$ cat src/rtl/signed_div_seq.sv
`default_nettype none
// ============================================================================
// Module   : signed_div_seq
// Brief    : Sequential signed fixed-point divider, q = (a << FRAC) / b, one
//            quotient bit per clock, with saturation and divide-by-zero flags.
// Revision : 1.0 - initial release
// ============================================================================
module signed_div_seq #(
    parameter int WIDTH = 8,
    parameter int FRAC  = 6
) (
    input  logic             i_clk,
    input  logic             i_rst,
    input  logic [WIDTH-1:0] i_a,
    input  logic [WIDTH-1:0] i_b,
    input  logic             i_valid,
    output logic             o_ready,
    output logic [WIDTH-1:0] o_quotient,
    output logic             o_valid,
    input  logic             i_ready,
    output logic             o_div_by_zero,
    output logic             o_overflow
);

    localparam int NUM_W = WIDTH + FRAC;
    localparam int CNT_W = $clog2(NUM_W);
    localparam logic [CNT_W-1:0] c_LAST_ITER = CNT_W'(NUM_W - 1);
    localparam logic [NUM_W-1:0] c_POS_LIMIT = NUM_W'(2 ** (WIDTH - 1) - 1);
    localparam logic [NUM_W-1:0] c_NEG_LIMIT = NUM_W'(2 ** (WIDTH - 1));
    localparam logic [WIDTH-1:0] c_Q_MAX     = {1'b0, {(WIDTH-1){1'b1}}};
    localparam logic [WIDTH-1:0] c_Q_MIN     = {1'b1, {(WIDTH-1){1'b0}}};

    // S_FIN is the single cycle in which the saturated result is loaded.
    typedef enum logic [1:0] {
        S_IDLE = 2'd0,
        S_CALC = 2'd1,
        S_FIN  = 2'd2,
        S_DONE = 2'd3
    } state_t;

    state_t             r_state;
    state_t             w_next;
    logic               w_accept;

    logic               r_sign;
    logic               r_a_neg;
    logic               r_dbz;
    logic [WIDTH-1:0]   r_mag_b;
    logic [NUM_W-1:0]   r_num;
    logic [WIDTH-1:0]   r_rem;
    logic [NUM_W-1:0]   r_quo;
    logic [CNT_W-1:0]   r_cnt;

    logic [WIDTH-1:0]   w_mag_a;
    logic [WIDTH-1:0]   w_mag_b;
    logic [WIDTH:0]     w_trial;
    logic               w_ge;
    logic [WIDTH-1:0]   w_rem_sub;
    logic [WIDTH-1:0]   w_sat_q;
    logic               w_sat_ovf;

    always_ff @(posedge i_clk or posedge i_rst) begin
        if (i_rst) begin
            r_state <= S_IDLE;
        end else begin
            r_state <= w_next;
        end
    end

    always_comb begin
        w_next   = r_state;
        o_ready  = 1'b0;
        o_valid  = 1'b0;
        w_accept = 1'b0;
        case (r_state)
            S_IDLE: begin
                o_ready = 1'b1;
                if (i_valid) begin
                    w_accept = 1'b1;
                    w_next   = (i_b == '0) ? S_FIN : S_CALC;
                end
            end
            S_CALC: begin
                if (r_cnt == c_LAST_ITER) begin
                    w_next = S_FIN;
                end
            end
            S_FIN: begin
                w_next = S_DONE;
            end
            S_DONE: begin
                o_valid = 1'b1;
                if (i_ready) begin
                    w_next = S_IDLE;
                end
            end
            default: begin
                w_next = S_IDLE;
            end
        endcase
    end

    // Unsigned magnitudes: the most negative operand maps to 2^(WIDTH-1) exactly.
    assign w_mag_a   = i_a[WIDTH-1] ? (~i_a + 1'b1) : i_a;
    assign w_mag_b   = i_b[WIDTH-1] ? (~i_b + 1'b1) : i_b;
    assign w_trial   = {r_rem, r_num[NUM_W-1]};
    assign w_ge      = (w_trial >= {1'b0, r_mag_b});
    assign w_rem_sub = WIDTH'(w_trial - {1'b0, r_mag_b});

    always_comb begin
        w_sat_q   = r_quo[WIDTH-1:0];
        w_sat_ovf = 1'b0;
        if (r_dbz) begin
            w_sat_q = r_a_neg ? c_Q_MIN : c_Q_MAX;
        end else if (!r_sign) begin
            if (r_quo > c_POS_LIMIT) begin
                w_sat_q   = c_Q_MAX;
                w_sat_ovf = 1'b1;
            end
        end else if (r_quo > c_NEG_LIMIT) begin
            w_sat_q   = c_Q_MIN;
            w_sat_ovf = 1'b1;
        end else begin
            // A magnitude of exactly 2^(WIDTH-1) negates to the minimum code.
            w_sat_q = ~r_quo[WIDTH-1:0] + 1'b1;
        end
    end

    always_ff @(posedge i_clk or posedge i_rst) begin
        if (i_rst) begin
            r_sign        <= 1'b0;
            r_a_neg       <= 1'b0;
            r_dbz         <= 1'b0;
            r_mag_b       <= '0;
            r_num         <= '0;
            r_rem         <= '0;
            r_quo         <= '0;
            r_cnt         <= '0;
            o_quotient    <= '0;
            o_div_by_zero <= 1'b0;
            o_overflow    <= 1'b0;
        end else begin
            if (w_accept) begin
                r_sign  <= i_a[WIDTH-1] ^ i_b[WIDTH-1];
                r_a_neg <= i_a[WIDTH-1];
                r_dbz   <= (i_b == '0);
                r_mag_b <= w_mag_b;
                r_num   <= {w_mag_a, {FRAC{1'b0}}};
                r_rem   <= '0;
                r_quo   <= '0;
                r_cnt   <= '0;
            end else if (r_state == S_CALC) begin
                r_num <= {r_num[NUM_W-2:0], 1'b0};
                r_rem <= w_ge ? w_rem_sub : w_trial[WIDTH-1:0];
                r_quo <= {r_quo[NUM_W-2:0], w_ge};
                r_cnt <= r_cnt + 1'b1;
            end else if (r_state == S_FIN) begin
                o_quotient    <= w_sat_q;
                o_div_by_zero <= r_dbz;
                o_overflow    <= w_sat_ovf;
            end
        end
    end

endmodule
`default_nettype wire
$ cat config.mk
export PLATFORM = sky130hd
export DESIGN_NAME = signed_div_seq
export DESIGN_NICKNAME = d
export VERILOG_FILES = /design/src/rtl/signed_div_seq.sv
export SDC_FILE = /design/constraint.sdc
export NUM_CORES = 1
export LEC_CHECK = 0
export BUFFER_PORTS_ARGS = -buffer_cell sky130_fd_sc_hd__buf_2
export CORE_MARGIN = 1.5
export CORE_UTILIZATION = 45
export CTS_CLUSTER_DIAMETER = 50
export CTS_CLUSTER_SIZE = 12
export DETAILED_ROUTE_END_ITERATION = 8
export PLACE_DENSITY = 0.59
export REMOVE_ABC_BUFFERS = 1
export SLEW_MARGIN = 0
export SYNTH_ARGS = -nofsm -noshare
export SYNTH_HDL_FRONTEND = slang
export SYNTH_SLANG_ARGS = --single-unit
$ cat constraint.sdc
create_clock -name i_clk -period 3 [get_ports i_clk]
set_input_delay 0.45 -clock i_clk [delete_from_list [all_inputs] [get_ports i_clk]]
set_output_delay 0.45 -clock i_clk [all_outputs]
set_load 0.005 [all_outputs]
==> run_results.csv, run 1 <==
group,metric,value,unit
run_status,outcome,"finished clean",
power_and_ir_drop,p_sw,1.75,mW
clock_tree,path_clk_slew,70,ps
yosys,synth_top_area_share,40.9,%
yosys,synth_edf_count,0,
yosys,synth_top_area_cell,"dfrtp_1",
power_and_ir_drop,leakage,1.79,nW
global_route,grt_max_degree,33,
clock_tree,numCtsBuffers,9,
layout,diodes,0,
layout,synthToLayoutAreaGrowth,11.2,%
yosys,netlist_area,3490,µm²
sta,max_freq,436,MHz
global_route,grt_overflow,0,
place,port_buffers,31,
clock_tree,clk_path_buf_depth,2,
setup_path,required,3280,ps
layout,post-route-util,52.6,%
floorplan,core,7370,µm²
setup_path,cp-start-kind,"flip-flop",
setup_path,slowest_delay,450,ps
power_and_ir_drop,power,4.20,mW
routing,drt_iter0_markers,77,
floorplan,die_h,91.0,µm
clock_tree,cts_resized,0,
routing,wl_per_cell,14.3,µm
layout,fin_nets,442,
setup_path,cpMostUsedCell,"a221oi_2",
global_route,grtUsageTotal,18.7,%
yosys,synth.avg_cell_area,9.35,µm²
layout,final_cell_mix,"dfrtp_1 (57), o21ai_0 (36), nor2_1 (34), nand2_1 (31), buf_2 (31)",
yosys,synthTopCellsByArea,"dfrtp_1 (41%), mux2i_1 (7.5%), ha_1 (6.1%), o21ai_0 (5.2%), nor2_1 (3.7%)",
setup_path,reg2reg_slack,710,ps
setup_path,crit_chain,"inv_1 > ha_1 > or3b_4 > or4_4 > a21oi_4 > a221oi_2 > a221oi_2 > mux2_2",
setup_path,arrival,2570,ps
clock_tree,cts_setup_buffers,0,
yosys,synth_seq_cells,57,
sta,finalSetupTns,0,ps
clock_tree,clk_latency,330,ps
floorplan,die_width,91.0,µm
layout,layout-drive-gt1-share,16.2,%
sta,rsz0062_at_grt,"false",
power_and_ir_drop,ir_worst_vdd,0.000359,V
power_and_ir_drop,intPower,2.45,mW
place,dp_hpwl,5.26,mm
routing,drc_errors,0,
place,dpl_worst_slack,756,ps
yosys,syn_inst,373,
sta,timing.final.crit_share,76.5,%
clock_tree,root_buffer,"clkbuf_8",
global_route,grt_pass1_wl,12.3,mm
setup_path,crit_fanout,6,
global_route,antenna_found_initial,0,
setup_path,criticalPathCategory,"reg -> reg",
yosys,ys_seq_area_share,40.9,%
clock_tree,cts.sinks,57,
clock_tree,htree_levels,3,
sta,drv_slew,0,
routing,viasPerCell,5.31,
sta,skew,7.19,ps
power_and_ir_drop,p_per_area,1080,nW/µm²
yosys,synth.distinct_cells,51,
floorplan,initial_core_util,47.3,%
yosys,async_flop_share,100,%
yosys,synth_flop_cell,"dfrtp_1",
routing,drt-total-wl,7.25,mm
setup_path,critPathCaptureType,"flip-flop",
routing,vias,2691,
setup_path,cp_slowest_cell,"or4_4",
routing,drt_pass1_iterations,4,
sta,final_hold_viol_count,0,
clock_tree,tritoncts,"built",
sta,worst_slew_pin_slew,701,ps
place,gp_congestion,0.871,
layout,final_common_cell,"dfrtp_1",
flow_run,drv_cap,0,
floorplan,die-area,8280,µm²
power_and_ir_drop,seqPwrFrac,31.3,%
sta,slew_headroom,53.2,%
sta,finalSetupViolations,0,
power_and_ir_drop,p_comb_share,53.0,%
floorplan,boundaryPins,32,
clock_tree,cts_hold_buf,0,
yosys,ys_warn_count,0,
routing,ant_nets,0,
global_route,grt_pass1_vias,2598,
hold_path,hp-class,"in -> async",
setup_path,cp_top_family,"simple AND/OR/NAND/NOR gates",
power_and_ir_drop,pwr-share-clk,15.7,%
sta,min_period,2290,ps
sta,fin_ws,705,ps
setup_path,cp_num_buf_inv,1,
power_and_ir_drop,swShare,41.7,%
floorplan,rows,31,
==> power by group through the flow <==
stage / clock, mW / sequential (mW) / combinational [mW]
2_1_floorplan: 0 / 1.27 / 1.74
3_3_place_gp: 0 / 1.32 / 2.19
3_5_place_dp: 0 / 1.33 / 2.22
4_1_cts: 0.680 / 1.32 / 2.24
5_1_grt: 0.716 / 1.36 / 2.51
6_report: 0.661 / 1.31 / 2.23
==> per-stage QoR <==
step | hold WS [ps] | instance area, µm² | instances
detailed placement | 475 | 3690 | 492
floorplan | 450 | 3360 | 355
global route | 274 | 3880 | 507
global placement | 465 | 3690 | 492
finish | 222 | 3880 | 507
CTS | 235 | 3880 | 507
==> final timing paths <==
| check | cells after the start | endpoint | from |
|---|---|---|---|
| min | 2 | r_cnt[2] | i_rst |
| max | 8 | o_quotient[5] | r_quo[0] |
| min reg2reg | 2 | r_mag_b[2] | r_mag_b[2] |
| max reg2reg | 8 | o_quotient[5] | r_quo[0] |
| min in group i_clk | 3 | r_num[6] | i_a[0] |
| max in group asynchronous | 3 | r_num[6] | i_rst |
==> cells in the mapped netlist (4+ instances only) <==
| master | count |
|---|---|
| mux2i_1 | 26 |
| nor3_1 | 4 |
| nand4_1 | 5 |
| xor2_1 | 7 |
| inv_1 | 25 |
| nand3_1 | 11 |
| or3_1 | 8 |
| dfrtp_1 | 57 |
| a21oi_1 | 16 |
| nor2_1 | 34 |
| nand3b_1 | 4 |
| clkbuf_1 | 12 |
| nor2b_1 | 4 |
| mux2_2 | 4 |
| nand2_1 | 31 |
| o21ai_0 | 36 |
| ha_1 | 17 |
| xnor2_1 | 11 |
| nand2b_1 | 10 |
==> kinds of logic after synthesis <==
logic type      synth area share [%]
compound gates                  15.3
xor+xnor                        4.52
mux                             8.76
fa+ha+maj                       6.68
flops                           40.9
buf+inv                         6.39
simple gates                    17.4
==> final cells by class <==
cell class / instances / area (µm²)
Clock buffer: 13 / 169
Clock inverter: 2 / 12.5
Fill cell: 694 / 3490
Inverter: 26 / 97.6
Multi-Input combinational cell: 272 / 1840
Sequential cell: 57 / 1430
Tap cell: 99 / 124
Timing Repair Buffer: 38 / 208
==> registers in the layout (all words and copies together) (netlist names) <==
signal / count
o_quotient: 8
r_state: 2
r_sign: 1
r_cnt: 4
o_div_by_zero: 1
o_overflow: 1
r_quo: 14
r_mag_b: 8
r_dbz: 1
r_rem: 8
r_a_neg: 1
r_num: 8
==> layer usage <==
metal  track usage (%)  vias to the layer above  part of all wire, %
li1                  -                     1369                    -
met1              25.3                     1276                   50
met2              29.6                       40                   46
met3              4.27                        6                  3.5
met4              6.25                        0                 0.94
met5                 0                        -                    0
Note: power is estimated with default switching activity, not from simulation.
==> run 2: changes to the inputs <==
--- a/config.mk
+++ b/config.mk
@@ -11,7 +11,7 @@
 export CTS_CLUSTER_DIAMETER = 50
 export CTS_CLUSTER_SIZE = 12
 export DETAILED_ROUTE_END_ITERATION = 8
-export PLACE_DENSITY = 0.59
+export PLACE_DENSITY = 0.62
 export REMOVE_ABC_BUFFERS = 1
 export SLEW_MARGIN = 0
 export SYNTH_ARGS = -nofsm -noshare
==> constraint.sdc (replaced) <==
create_clock -name i_clk -period 1.9 [get_ports i_clk]
set_input_delay 0.285 -clock i_clk [delete_from_list [all_inputs] [get_ports i_clk]]
set_output_delay 0.285 -clock i_clk [all_outputs]
set_load 0.005 [all_outputs]
==> run_results.csv, run 2 (synthesis results as in run 1) <==
group,metric,value,unit
floorplan,core,7370,µm²
power_and_ir_drop,p_sw,3.15,mW
setup_path,cp-start-kind,"flip-flop",
layout,top_register,"r_quo",
global_route,grt_pass1_wl,12.8,mm
routing,drt_iter0_markers,86,
sta,fin_ws,-211,ps
place,gp_congestion,0.884,
routing,ant_nets,0,
setup_path,arrival,2390,ps
clock_tree,numCtsBuffers,9,
place,dpl_worst_slack,-241,ps
run_status,violations,"hold timing, setup timing",
sta,drv_slew,0,
power_and_ir_drop,intPower,4.98,mW
layout,final_cell_mix,"dfrtp_1 (57), buf_4 (36), nor2_1 (34), o21ai_0 (34), buf_2 (31)",
setup_path,criticalPathCategory,"reg -> reg",
power_and_ir_drop,p_per_area,1850,nW/µm²
flow_run,drv_cap,0,
floorplan,rows,31,
floorplan,die_width,91.0,µm
place,port_buffers,31,
clock_tree,root_buffer,"clkbuf_8",
sta,slew_headroom,63.8,%
routing,drt-total-wl,7.57,mm
place,dp_hpwl,5.10,mm
sta,max_freq,474,MHz
floorplan,initial_core_util,47.3,%
setup_path,required,2180,ps
routing,wl_per_cell,13.9,µm
setup_path,rr_startpoint,"r_quo[1]",
setup_path,crit_fanout,4,
routing,drt-met1-wl,3.60,mm
clock_tree,clk_latency,340,ps
global_route,grt_overflow,0,
hold_path,hp-class,"in -> async",
routing,wl_met2,3.48,mm
sta,min_period,2110,ps
clock_tree,tritoncts,"built",
global_route,antenna_found_initial,0,
setup_path,critPathCaptureType,"flip-flop",
routing,route.met3.wl,261,µm
layout,final_common_cell,"dfrtp_1",
floorplan,boundaryPins,32,
sta,final_hold_viol_count,7,
global_route,grt_pass1_vias,2808,
sta,timing.final.crit_share,111,%
power_and_ir_drop,swShare,38.7,%
routing,drt_pass1_iterations,4,
layout,diodes,0,
place,placed_cells,520,
clock_tree,cts.sinks,57,
layout,fin_nets,480,
routing,top_layer,"met4",
layout,largest_reg_flops,14,
setup_path,reg2regPathDepth,8,
floorplan,die-area,8280,µm²
layout,synthToLayoutAreaGrowth,26.0,%
power_and_ir_drop,seqPwrFrac,24.8,%
sta,worst_slew_pin_slew,543,ps
power_and_ir_drop,leakage,2.03,nW
floorplan,die_h,91.0,µm
routing,viasPerCell,5.31,
sta,worst_hold_slack,-11.0,ps
routing,vias,2897,
sta,skew,6.66,ps
setup_path,r2r-end,"o_quotient[5]",
power_and_ir_drop,pwr-share-clk,14.5,%
global_route,grtUsageTotal,19.3,%
clock_tree,path_clk_slew,60,ps
layout,fin_cells,546,
power_and_ir_drop,p_comb_share,60.6,%
clock_tree,htree_levels,3,
sta,rsz0062_at_grt,"true",
sta,finalSetupViolations,10,
routing,drc_errors,0,
setup_path,reg2reg_slack,-210,ps
clock_tree,clk_path_buf_depth,2,
run_status,outcome,"finished, violations left",
clock_tree,cts_hold_buf,0,
global_route,grt_max_degree,58,
layout,layout-drive-gt1-share,27.5,%
power_and_ir_drop,ir_worst_vdd,0.000567,V
[run 2: cell count changes in the layout (fill, tap and decap cells not counted), moves of 2 or more]
cell,previous run,this run
inv_1,24,22
ha_1,16,9
ha_4,0,6
buf_6,0,6
o21ai_0,36,34
a21oi_2,0,3
buf_12,0,3
mux2_2,4,1
inv_2,1,3
buf_4,7,36
mux2_4,0,3
a21oi_1,16,12
[run 2: layout make-up]
type	instances	area, µm²
multi-input combinational	272	1980
clock inverter	2	35.0
fill	655	2980
tap	99	124
inverter	26	97.6
sequential	57	1430
clock buffer	14	173
timing repair buffer	76	553
[run 2: power by group through the flow]
stage / Combinational (mW) / Sequential [mW] / Clock (mW)
after floorplan: 2.75 / 2.00 / 0
after global placement: 4.07 / 1.99 / 0
after detailed placement: 4.11 / 2.00 / 0
after CTS: 4.48 / 2.01 / 1.21
after global routing: 5.47 / 2.07 / 1.26
final: 4.93 / 2.02 / 1.18
[run 2: metal layers]
metal	track usage [%]	vias to the layer above
li1	-	1446
met1	25.2	1385
met2	30.2	48
met3	4.44	18
met4	8.85	0
met5	0	-
[run 2: worst max path at each step]
stage               cells after the start  slack (ps)       start       endpoint
global placement                        7        -180    r_rem[1]       r_rem[0]
floorplan                               5        -370  r_state[1]     r_state[0]
finish                                  8        -210    r_quo[1]  o_quotient[5]
CTS                                     8        -190    r_quo[0]  o_quotient[5]
global route                            8        -300    r_quo[0]  o_quotient[5]
detailed placement                      7        -240    r_rem[1]       r_rem[0]
[run 2: repair_timing]
| action | CTS | global route |
|---|---|---|
| setup endpoints to repair | 16 | 18 |
| gates resized for setup | 16 | 17 |
| pin swaps | 4 | 13 |
| buffers inserted | 3 | 7 |
[run 2: through the flow]
step | utilization (%) | TNS [ps] | hold slack, ps | area, µm² | power [mW]
2_1_floorplan | - | -7070 | 402 | 3360 | 4.75
3_3_place_gp | 53.5 | -1390 | 366 | 3940 | 6.06
3_5_place_dp | 53.5 | -2090 | 368 | 3940 | 6.12
4_1_cts | 58.0 | -802 | 1.63 | 4280 | 7.71
5_1_grt | 59.6 | -2670 | 28.5 | 4390 | 8.80
6_report | 59.6 | -1280 | -11.0 | 4390 | 8.13
[run 2: critical path, cell delays in order, from the launching register on]
cell	delay [ps]
dfrtp_1	380
inv_1	60
ha_2	160
or3b_4	380
or4_4	440
a21oi_4	190
a221oi_2	80
a221oi_2	190
mux2_4	180
